<file path="src/rtl/azadi_clkdiv_bank.sv">
// Bank of independent programmable clock dividers with glitch-free divisor
// updates, per-channel enables and a global phase-align strobe.
//
// Ports:
//   clock      single clock, all state on its rising edge
//   reset_i    synchronous active-high reset
//   en_i       per-channel run enable (level)
//   sync_i     one-cycle request to restart every enabled channel at phase 0
//   cfg_we_i   divisor write strobe
//   cfg_ch_i   target channel of the write (out-of-range writes are dropped)
//   cfg_div_i  new divisor; 0 and 1 behave as 2
//   clk_o      registered divided clock per channel
//   tick_o     registered one-cycle pulse per period per channel
//   pend_o     a written divisor is waiting for the next period boundary
module azadi_clkdiv_bank #(
  parameter int NUM_CH  = 4,
  parameter int CNT_W   = 28,
  parameter int DIV_RST = 6000,
  localparam int CH_W   = (NUM_CH > 1) ? $clog2(NUM_CH) : 1
) (
  input  logic              clock,
  input  logic              reset_i,
  input  logic [NUM_CH-1:0] en_i,
  input  logic              sync_i,
  input  logic              cfg_we_i,
  input  logic [CH_W-1:0]   cfg_ch_i,
  input  logic [CNT_W-1:0]  cfg_div_i,
  output logic [NUM_CH-1:0] clk_o,
  output logic [NUM_CH-1:0] tick_o,
  output logic [NUM_CH-1:0] pend_o
);

  localparam logic [CNT_W-1:0] DIV_INIT = CNT_W'(DIV_RST);
  localparam logic [CNT_W-1:0] ONE      = CNT_W'(1);
  localparam logic [CNT_W-1:0] TWO      = CNT_W'(2);

  for (genvar c = 0; c < NUM_CH; c++) begin : g_ch
    logic [CNT_W-1:0] cnt_q;
    logic [CNT_W-1:0] div_act_q;
    logic [CNT_W-1:0] div_pend_q;
    logic             pend_q;
    logic             clk_q;
    logic             tick_q;

    logic [CNT_W-1:0] d;
    logic [CNT_W-1:0] d_last;
    logic [CNT_W-1:0] half;
    logic [CNT_W-1:0] cnt_d;
    logic [CNT_W-1:0] div_d;
    logic             run;
    logic             wr;
    logic             wrap;
    logic             commit;

    always_comb begin
      d      = (div_act_q < TWO) ? TWO : div_act_q;
      d_last = d - ONE;
      half   = d >> 1;
      run    = en_i[c];
      wr     = cfg_we_i && (cfg_ch_i == CH_W'(c));
      wrap   = run && (cnt_q >= d_last);
      // Divisor only changes at a period boundary, when idle,
      // or on a phase-align; a same-cycle write bypasses div_pend.
      commit = (pend_q || wr) && (wrap || !run || sync_i);
      div_d  = wr ? cfg_div_i : div_pend_q;
      cnt_d  = (!run || sync_i || wrap) ? '0 : cnt_q + ONE;
    end

    always_ff @(posedge clock) begin
      if (reset_i) begin
        cnt_q      <= '0;
        div_act_q  <= DIV_INIT;
        div_pend_q <= DIV_INIT;
        pend_q     <= 1'b0;
        clk_q      <= 1'b0;
        tick_q     <= 1'b0;
      end else begin
        cnt_q  <= cnt_d;
        clk_q  <= run && (cnt_q < half);
        // A period cut short by sync_i does not tick.
        tick_q <= wrap && !sync_i;
        pend_q <= !commit && (pend_q || wr);
        if (wr)
          div_pend_q <= cfg_div_i;
        if (commit)
          div_act_q <= div_d;
      end
    end

    assign clk_o[c]  = clk_q;
    assign tick_o[c] = tick_q;
    assign pend_o[c] = pend_q;
  end

endmodule

</file>
<file path="config.mk">
export PLATFORM = sky130hd
export DESIGN_NAME = azadi_clkdiv_bank
export DESIGN_NICKNAME = d
export VERILOG_FILES = /design/src/rtl/azadi_clkdiv_bank.sv
export SDC_FILE = /design/constraint.sdc
export NUM_CORES = 1
export LEC_CHECK = 0
export ABC_AREA = 1
export ABC_CLOCK_PERIOD_IN_PS = 5100
export CORE_UTILIZATION = 30
export CTS_BUF_LIST = sky130_fd_sc_hd__clkbuf_2
export DETAILED_ROUTE_END_ITERATION = 6
export GPL_TIMING_DRIVEN = 0
export MAX_ROUTING_LAYER = met4
export PLACE_DENSITY = 0.48
export SLEW_MARGIN = 15
export SYNTH_ARGS = -nofsm -noshare
export SYNTH_HDL_FRONTEND = slang
export SYNTH_SLANG_ARGS = --single-unit
</file>
<file path="constraint.sdc">
create_clock -name clock -period 5.1 [get_ports clock]
set_input_delay 1.02 -clock clock [delete_from_list [all_inputs] [get_ports clock]]
set_output_delay 1.02 -clock clock [all_outputs]
set_load 0.01 [all_outputs]
</file>
==> results by group, run 1 <==
Status
  • Outcome: finished, final reports clean

Critical path
  • FF-to-FF path depth: 26
  • Crit path max fanout: 10
  • Worst r2r src: g_ch[3].div_act_q[22]
  • Critical Setup Path Class: flip-flop to flip-flop
  • Crit start category: flip-flop
  • R2R setup slack: 0.48 ns
  • Setup crit end kind: flip-flop
  • Reg-to-reg endpoint: g_ch[3].div_act_q[6]
  • Worst Path Arrival: 5.53 ns
  • Crit path required time: 6.01 ns

Finish
  • P&R area growth vs syn: 11.88%
  • Nets: 3391
  • Final cell count without fillers: 4154
  • Ratio of cells with drive above 1 in the final layout: 0.09869

Placed design
  • Place WS: 0.2907 ns
  • Placed cell count: 3975
  • DP HPWL: 49230 um
  • Placer congestion estimate: 0.8428
  • Port buffer count: 48

STA
  • RSZ-0062 raised after global routing: no
  • Period utilisation layout: 0.9053
  • Final Hold Fails: 0
  • Rel. slew slack: 0.1921
  • TNS Setup: 0 ns
  • Peak Freq: 216.6 MHz
  • Final WS setup: 0.4832 ns
  • Slew Limit Fails: 0
  • Setup violations, final: 0
  • Worst-margin pin slew: 1.212 ns
  • Hold WS: 0.4706 ns
  • Clk_skew: 0.1299 ns
  • Tmin final: 4.617 ns

Synthesis
  • Synth Register Bits: 348
  • Cells after synthesis: 2977
  • Synth Area in Compound Gates: 0.07810
  • Combinational family with the most area after synthesis: simple AND/OR/NAND/NOR gates
  • Post-synthesis sequential area ratio: 0.3198
  • Synth Area in Adders: 0.1286
  • Mapped Avg Cell Area: 7.318 um^2
  • Synth cell types: 51
  • Number of synthesized flops with an enable pin: 0
  • Post-synthesis mux area share: 0.03859
  • Synthesized cell area: 0.02179 mm^2
  • Asr flop ratio synth: 0
  • Ys flop type: dfxtp_1
  • Synth Area in Simple Gates: 0.2909
  • Post-Synth XOR/XNOR Area: 0.06874
  • Synth Net Count: 3239
  • Yosys warnings: 0

Die
  • Die width: 271.5 um
  • Full die area: 0.07371 mm^2
  • IO Pins: 50
  • Starting Density: 0.3037
  • Cell Rows: 98
  • Die H: 271.5 um
  • Core area: 0.07173 mm^2

Drt
  • Post-Route WL: 63900 um
  • DR vias: 19.12k
  • Initial DRC count: 907
  • Vias per inst: 4.603
  • Initial DRT Pass Iterations: 4
  • # DRC: 0
  • Final ANT Viol Nets: 0
  • DR WL/cell: 15.38 um

Clock network
  • Worst-path clk slew: 0.09 ns
  • Worst-Skew Late Latency: 1.14 ns
  • Clock Sinks: 348
  • Root Driver: clkbuf_2
  • H-Tree Depth: 3
  • CTS tree: built
  • Postcts setup bufs: 0
  • Clk buf depth: 3
  • Number of buffers created by CTS: 102

Hold path
  • Hold depth: 1
  • Hold Path Sink: g_ch[3].cnt_q[0]
  • Hold Path Class: flip-flop to flip-flop
  • Hold_sp: g_ch[3].cnt_q[0]

Global routing
  • Global Route met3 Usage: 0.02919
  • Congestion Overflow GR: 0
  • Vias in the first global route: 18.41k
  • Initial antenna violation count: 2
  • Largest net degree at the start of global routing: 17
  • Met2 Use GR: 0.2740
  • GR peak layer: met2
  • GRT Total Usage: 0.1783
  • Met1 Use GR: 0.2372
  • First-pass GRT wire length: 100800 um

Pwr
  • Max VDD drop: 0.1734 mV
  • Total Power: 5.830 mW
  • Cell leakage power: 10.60 nW
  • Pwr/cell area: 239.2 mW/mm^2

Job
  • Max-cap viol count: 0
-- worst max-delay path: stages (launching register included) --
cell     delay [ns]
dfxtp_1        0.34
inv_1          0.11
nand2_1        0.10
nor2_1         0.25
nand4_1        0.19
nand2_1        0.15
ha_1           0.22
nand3_1        0.15
nor3_2         0.18
nand3_1        0.15
nor2_2         0.16
inv_2          0.09
nor3_4         0.21
nand3_1        0.12
xor2_1         0.17
ha_1           0.28
nand2_1        0.06
inv_1          0.05
nand3_1        0.10
nor3_2         0.19
and3_1         0.19
nand2_1        0.07
nand3_1        0.21
buf_2          0.27
nand2_1        0.21
nand2_1        0.12
nand3_1        0.06
-- per-layer routing --
metal  up-vias  wire [um]  share of wire
met5         -          0              0
met4         0       1404          0.022
met3       102       2326          0.036
met2       271      27890           0.44
met1      8617      32270           0.51
li1      10130          -              -
-- through the flow --
step	instance area (um^2)	utilization
global placement	23460	0.3270
global route	24370	0.3398
detailed placement	23460	0.3270
finish	24370	0.3398
CTS	24350	0.3395
floorplan	21790	-
-- cell usage after synthesis (all sizes together) (2+ instances only) --
cell     number  area (um^2)
and3          5        31.28
nand3       224         1156
xor2        139         1217
o21ai        66        330.3
a21oi       219         1096
buf          58        311.5
nor3b         2        26.28
nor4         18        133.9
o211ai       10        75.07
o21a          6        45.04
o2111ai       2        17.52
mux2i        84        840.8
xnor2        32        280.3
inv         307         1152
o21bai        7        52.55
nand3b       20        153.9
nand4        50        334.1
nor2        489         1921
clkbuf       46        172.7
nor3         67        425.4
or2          30        187.7
nand2       510         1937
o221a         4        45.04
nor4b         2        17.52
dfxtp       348         6967
ha          224         2803
-- layout make-up --
| type | instances | area, um^2 |
|---|---|---|
| well taps | 950 | 1189 |
| fillers | 7946 | 47360 |
| clock inverters | 19 | 105.1 |
| diodes | 2 | 5.005 |
| clock buffers | 158 | 790.8 |
| inverters | 308 | 1156 |
| multi-input cells | 2217 | 13200 |
| plain buffers | 104 | 484.2 |
| repair buffers | 48 | 480.5 |
| flip-flops and latches | 348 | 6967 |
-- cell usage in the layout (no fill, tap or decap), types with 9 or more instances in the layout --
cell               n
nand3_1          217
nor3_1            51
o211ai_1          10
xnor2_1           32
mux2i_1           84
inv_1            300
nand2_1          501
nor2_2            17
clkdlybuf4s50_1   48
nand3b_1          19
nor2_1           466
o21ai_0           64
nand2_2            9
buf_2             36
nor4_1            16
clkinv_1          11
nor3_2            12
buf_1              9
a21oi_1          219
ha_1             224
buf_4             13
clkbuf_2         158
nand4_1           48
clkbuf_1          46
or2_2             26
xor2_1           139
dfxtp_1          348
-- power by group --
| part | total [mW] | internal [mW] | leakage (nW) | switching, mW |
|---|---|---|---|---|
| combinational | 0.809 | 0.283 | 7.07 | 0.527 |
| sequential | 2.87 | 2.80 | 2.83 | 0.0745 |
| clock | 2.15 | 0.828 | 0.703 | 1.32 |
| total | 5.83 | 3.91 | 10.6 | 1.92 |
-- kinds of logic (layout without fill, tap and decap cells) --
| kind of cell | after synthesis | in the layout |
|---|---|---|
| mux | 84 | 84 |
| fa+ha+maj | 224 | 224 |
| buf+inv | 412 | 637 |
| compound gates | 319 | 319 |
| other cells | 0 | 2 |
| flops | 348 | 348 |
| xor+xnor | 171 | 171 |
| simple gates | 1419 | 1419 |
-- what timing repair did --
item / in CTS / in global routing
gates resized for setup: 0 / 4
endpoints found under the setup margin: 0 / 48
hold buffers: 0 / 0
-- worst max path at each step --
| stage | from | to |
|---|---|---|
| after floorplan | g_ch[3].div_act_q[7] | g_ch[3].div_act_q[10] |
| after global placement | g_ch[1].div_act_q[22] | g_ch[1].cnt_q[22] |
| after detailed placement | g_ch[1].div_act_q[22] | g_ch[1].cnt_q[14] |
| after CTS | g_ch[3].div_act_q[22] | g_ch[3].cnt_q[0] |
| after global routing | g_ch[1].div_act_q[4] | g_ch[1].cnt_q[20] |
| final | g_ch[3].div_act_q[22] | g_ch[3].div_act_q[6] |
-- registers in the layout, indices dropped and copies added, names as in the netlist --
name             flops
g_ch.tick_q          4
g_ch.div_pend_q    112
g_ch.div_act_q     112
g_ch.pend_q          4
g_ch.clk_q           4
g_ch.cnt_q         112
Power figures use the tool's default switching activity.
==> inputs of run 2 (changes only) <==
--- a/config.mk
+++ b/config.mk
@@ -6,7 +6,6 @@
 export NUM_CORES = 1
 export LEC_CHECK = 0
 export ABC_AREA = 1
-export ABC_CLOCK_PERIOD_IN_PS = 5100
 export CORE_UTILIZATION = 30
 export CTS_BUF_LIST = sky130_fd_sc_hd__clkbuf_2
 export DETAILED_ROUTE_END_ITERATION = 6
==> results of run 2 <==
The final DEF is identical to that of run 1; final timing and power are the same.
==> inputs of run 3 (changes only) <==
--- a/config.mk
+++ b/config.mk
@@ -8,8 +8,8 @@
 export ABC_AREA = 1
 export CORE_UTILIZATION = 30
 export CTS_BUF_LIST = sky130_fd_sc_hd__clkbuf_2
+export CTS_CLUSTER_DIAMETER = 40
 export DETAILED_ROUTE_END_ITERATION = 6
-export GPL_TIMING_DRIVEN = 0
 export MAX_ROUTING_LAYER = met4
 export PLACE_DENSITY = 0.48
 export SLEW_MARGIN = 15
==> run 3 against run 2 <==
Net effect: combinational power fell by 2%; non-clock buffer count fell by 75; global-route usage fell by 0.64 points; worst hold slack got worse by 0.13 ns; count of clock-buffer cells in the layout fell by 11; via count fell by 1.0%; worst setup slack improved by 0.19 ns; critical path type unchanged.
==> results by group, run 3 (same netlist as run 1, synthesis figures left out) <==
Status
  • Outcome: finished, final reports clean

Drt
  • DR WL/cell: 15.05 um (-2.2%)
  • Vias per inst: 4.641 (+0.81%)
  • Initial DRT Pass Iterations: 5 (+1)
  • # DRC: 0 (unchanged)
  • Post-Route WL: 61370 um (-4.0%)
  • Final ANT Viol Nets: 0 (unchanged)
  • DR vias: 18.93k (-1.0%)
  • Initial DRC count: 856 (-5.6%)

Placed design
  • DP HPWL: 45390 um (-7.8%)
  • Placer congestion estimate: 0.8569 (+1.7%)
  • Place WS: 0.5885 ns (+0.2977 ns)
  • Port buffer count: 49 (+2.1%)

Critical path
  • Reg-to-reg endpoint: g_ch[1].div_act_q[14]
  • Worst Path Arrival: 5.37 ns (-0.16 ns)
  • Crit path max fanout: 21 (+11)
  • R2R setup slack: 0.68 ns (+0.19 ns)
  • Crit path required time: 6.05 ns (+0.04 ns)
  • Setup crit end kind: flip-flop
  • Crit start category: flip-flop
  • Critical Setup Path Class: flip-flop to flip-flop
  • Worst r2r src: g_ch[1].div_act_q[20]
  • FF-to-FF path depth: 25 (-3.8%)

Clock network
  • Number of buffers created by CTS: 101 (-0.98%)
  • Post-CTS sizing: 0 (unchanged)
  • Clk buf depth: 3 (unchanged)
  • CTS tree: built
  • Worst-path clk slew: 0.10 ns (about the same)
  • Root Driver: clkbuf_2
  • H-Tree Depth: 3 (unchanged)
  • Cts hold-fix bufs: 0 (unchanged)
  • Worst-Skew Late Latency: 1.11 ns (-0.03 ns)
  • Postcts setup bufs: 0 (unchanged)
  • Clock Sinks: 348 (unchanged)

Pwr
  • Total Power: 5.845 mW (+0.27%)
  • Sequential power share: 0.491 (-0.002)
  • Max VDD drop: 0.1346 mV (-22%)
  • Clk pwr share: 0.374 (+0.006)
  • Int Pwr: 3.960 mW (+1.3%)
  • Gate power share: 0.135 (-0.004)
  • Sw Share: 0.3225 (-0.006987)
  • Sw Pwr: 1.885 mW (-1.9%)
  • Cell leakage power: 10.49 nW (-1.1%)
  • Pwr/cell area: 241.8 mW/mm^2 (+1.1%)

STA
  • TNS Setup: 0 ns (unchanged)
  • Final WS setup: 0.6775 ns (+0.1943 ns)
  • RSZ-0062 raised after global routing: no
  • Tmin final: 4.423 ns (-0.1943 ns)
  • Final Hold Fails: 0 (unchanged)
  • Period utilisation layout: 0.8672 (-0.03810)
  • Peak Freq: 226.1 MHz (+4.4%)
  • Rel. slew slack: 0.4797 (+0.2875)
  • Setup violations, final: 0 (unchanged)
  • Clk_skew: 0.06900 ns (-0.06092 ns)
  • Slew Limit Fails: 0 (unchanged)
  • Worst-margin pin slew: 0.7757 ns (-0.4361 ns)

Hold path
  • Hold Path Sink: g_ch[0].div_pend_q[16]
  • Hold depth: 2 (+1)
  • Hold_sp: reset_i
  • Hold Path Class: input port to flip-flop

Die
  • Cell Rows: 98 (unchanged)
  • Die H: 271.5 um (unchanged)
  • Starting Density: 0.3037 (unchanged)
  • Die width: 271.5 um (unchanged)
  • Full die area: 0.07371 mm^2 (unchanged)
  • IO Pins: 50 (unchanged)
  • Core area: 0.07173 mm^2 (unchanged)

Finish
  • Most frequent cells in the layout: nand2_1 (501), nor2_1 (467), dfxtp_1 (348)
  • Ratio of cells with drive above 1 in the final layout: 0.09338 (-0.005308)
  • # fillers: 7888 (-0.73%)
  • Nets: 3315 (-2.2%)
  • P&R area growth vs syn: 10.97%
  • Commonest non-fill, non-tap cell in the layout: nand2_1
  • Biggest regs: g_ch.cnt_q x112, g_ch.div_act_q x112, g_ch.div_pend_q x112

Global routing
  • Largest net degree at the start of global routing: 83 (+66)
  • Vias in the first global route: 18.27k (-0.77%)
  • GRT Total Usage: 0.1719 (-0.006393)
  • First-pass GRT wire length: 98690 um (-2.1%)
  • Initial antenna violation count: 2 (unchanged)
  • Congestion Overflow GR: 0 (unchanged)

Job
  • Max-cap viol count: 0 (unchanged)
[run 3: cell count changes in the layout (fill, tap and decap cells not counted), sizes merged]
cell / previous run / this run
inv: 310 / 307
clkbuf: 204 / 147
bufinv: 0 / 2
diode: 2 / 1
clkinvlp: 2 / 1
clkinv: 15 / 28
buf: 58 / 29
[run 3: worst max-delay path by stage]
stage	to	startpoint	depth (start not counted)	slack, ns
floorplan	g_ch[3].div_act_q[10]	g_ch[3].div_act_q[7]	26	1.41
global placement	g_ch[1].div_act_q[2]	g_ch[1].div_act_q[22]	25	0.64
detailed placement	g_ch[1].div_act_q[2]	g_ch[1].div_act_q[22]	25	0.59
CTS	g_ch[1].div_act_q[14]	g_ch[1].div_act_q[20]	25	0.54
global route	g_ch[1].div_act_q[7]	g_ch[1].div_act_q[20]	25	0.11
finish	g_ch[1].div_act_q[14]	g_ch[1].div_act_q[20]	25	0.68
[run 3: metrics by stage]
stage | util | hold slack, ns | std cells | instance area (um^2)
after floorplan | - | 0.4297 | 2977 | 21790
after global placement | 0.3240 | 0.4426 | 3900 | 23240
after detailed placement | 0.3240 | 0.4611 | 3900 | 23240
after CTS | 0.3370 | 0.2201 | 4077 | 24180
after global routing | 0.3371 | 0.2626 | 4078 | 24180
final | 0.3371 | 0.3428 | 4078 | 24180
[run 3: power by group through the flow]
stage	combinational [mW]	sequential, mW	clock (mW)
finish	0.791	2.87	2.19
global route	0.901	2.88	2.45
CTS	0.798	2.87	2.29
detailed placement	0.795	2.93	0
global placement	0.799	2.93	0
floorplan	0.559	2.91	0
[run 3: per-layer routing]
metal | track usage | vias up | routed length (um)
li1 | - | 9961 | -
met1 | 0.2257 | 8551 | 30270
met2 | 0.2685 | 311 | 27400
met3 | 0.02583 | 102 | 2229
met4 | 0.05736 | 0 | 1474
met5 | - | - | 0
[run 3: final cells by class]
cell class,instances,area [um^2],share of cell area
Tap cell,950,1189,0.04916
Timing Repair Buffer,77,710.7,0.02939
Multi-Input combinational cell,2217,13220,0.5467
Clock buffer,147,735.7,0.03043
Inverter,308,1159,0.04792
Clock inverter,30,197.7,0.008176
Sequential cell,348,6967,0.2881
Antenna cell,1,2.502,0.0001035
[run 3: worst max-delay path, cell delays in order (launching register included)]
cell	delay, ns
dfxtp_1	0.35
inv_1	0.15
nand2_1	0.11
nor2_1	0.24
nand4_1	0.16
nand2_1	0.14
ha_1	0.19
nand3_1	0.18
nor4_4	0.23
nand2_2	0.15
nor3_4	0.20
nand2_2	0.13
nor3_2	0.14
xor2_1	0.10
ha_1	0.27
nand2_1	0.06
inv_1	0.05
nand3_1	0.08
nor3_1	0.24
and3_1	0.20
nand2_1	0.09
nand3_2	0.22
buf_4	0.30
nand3_1	0.11
nand2_1	0.11
nor2_1	0.04
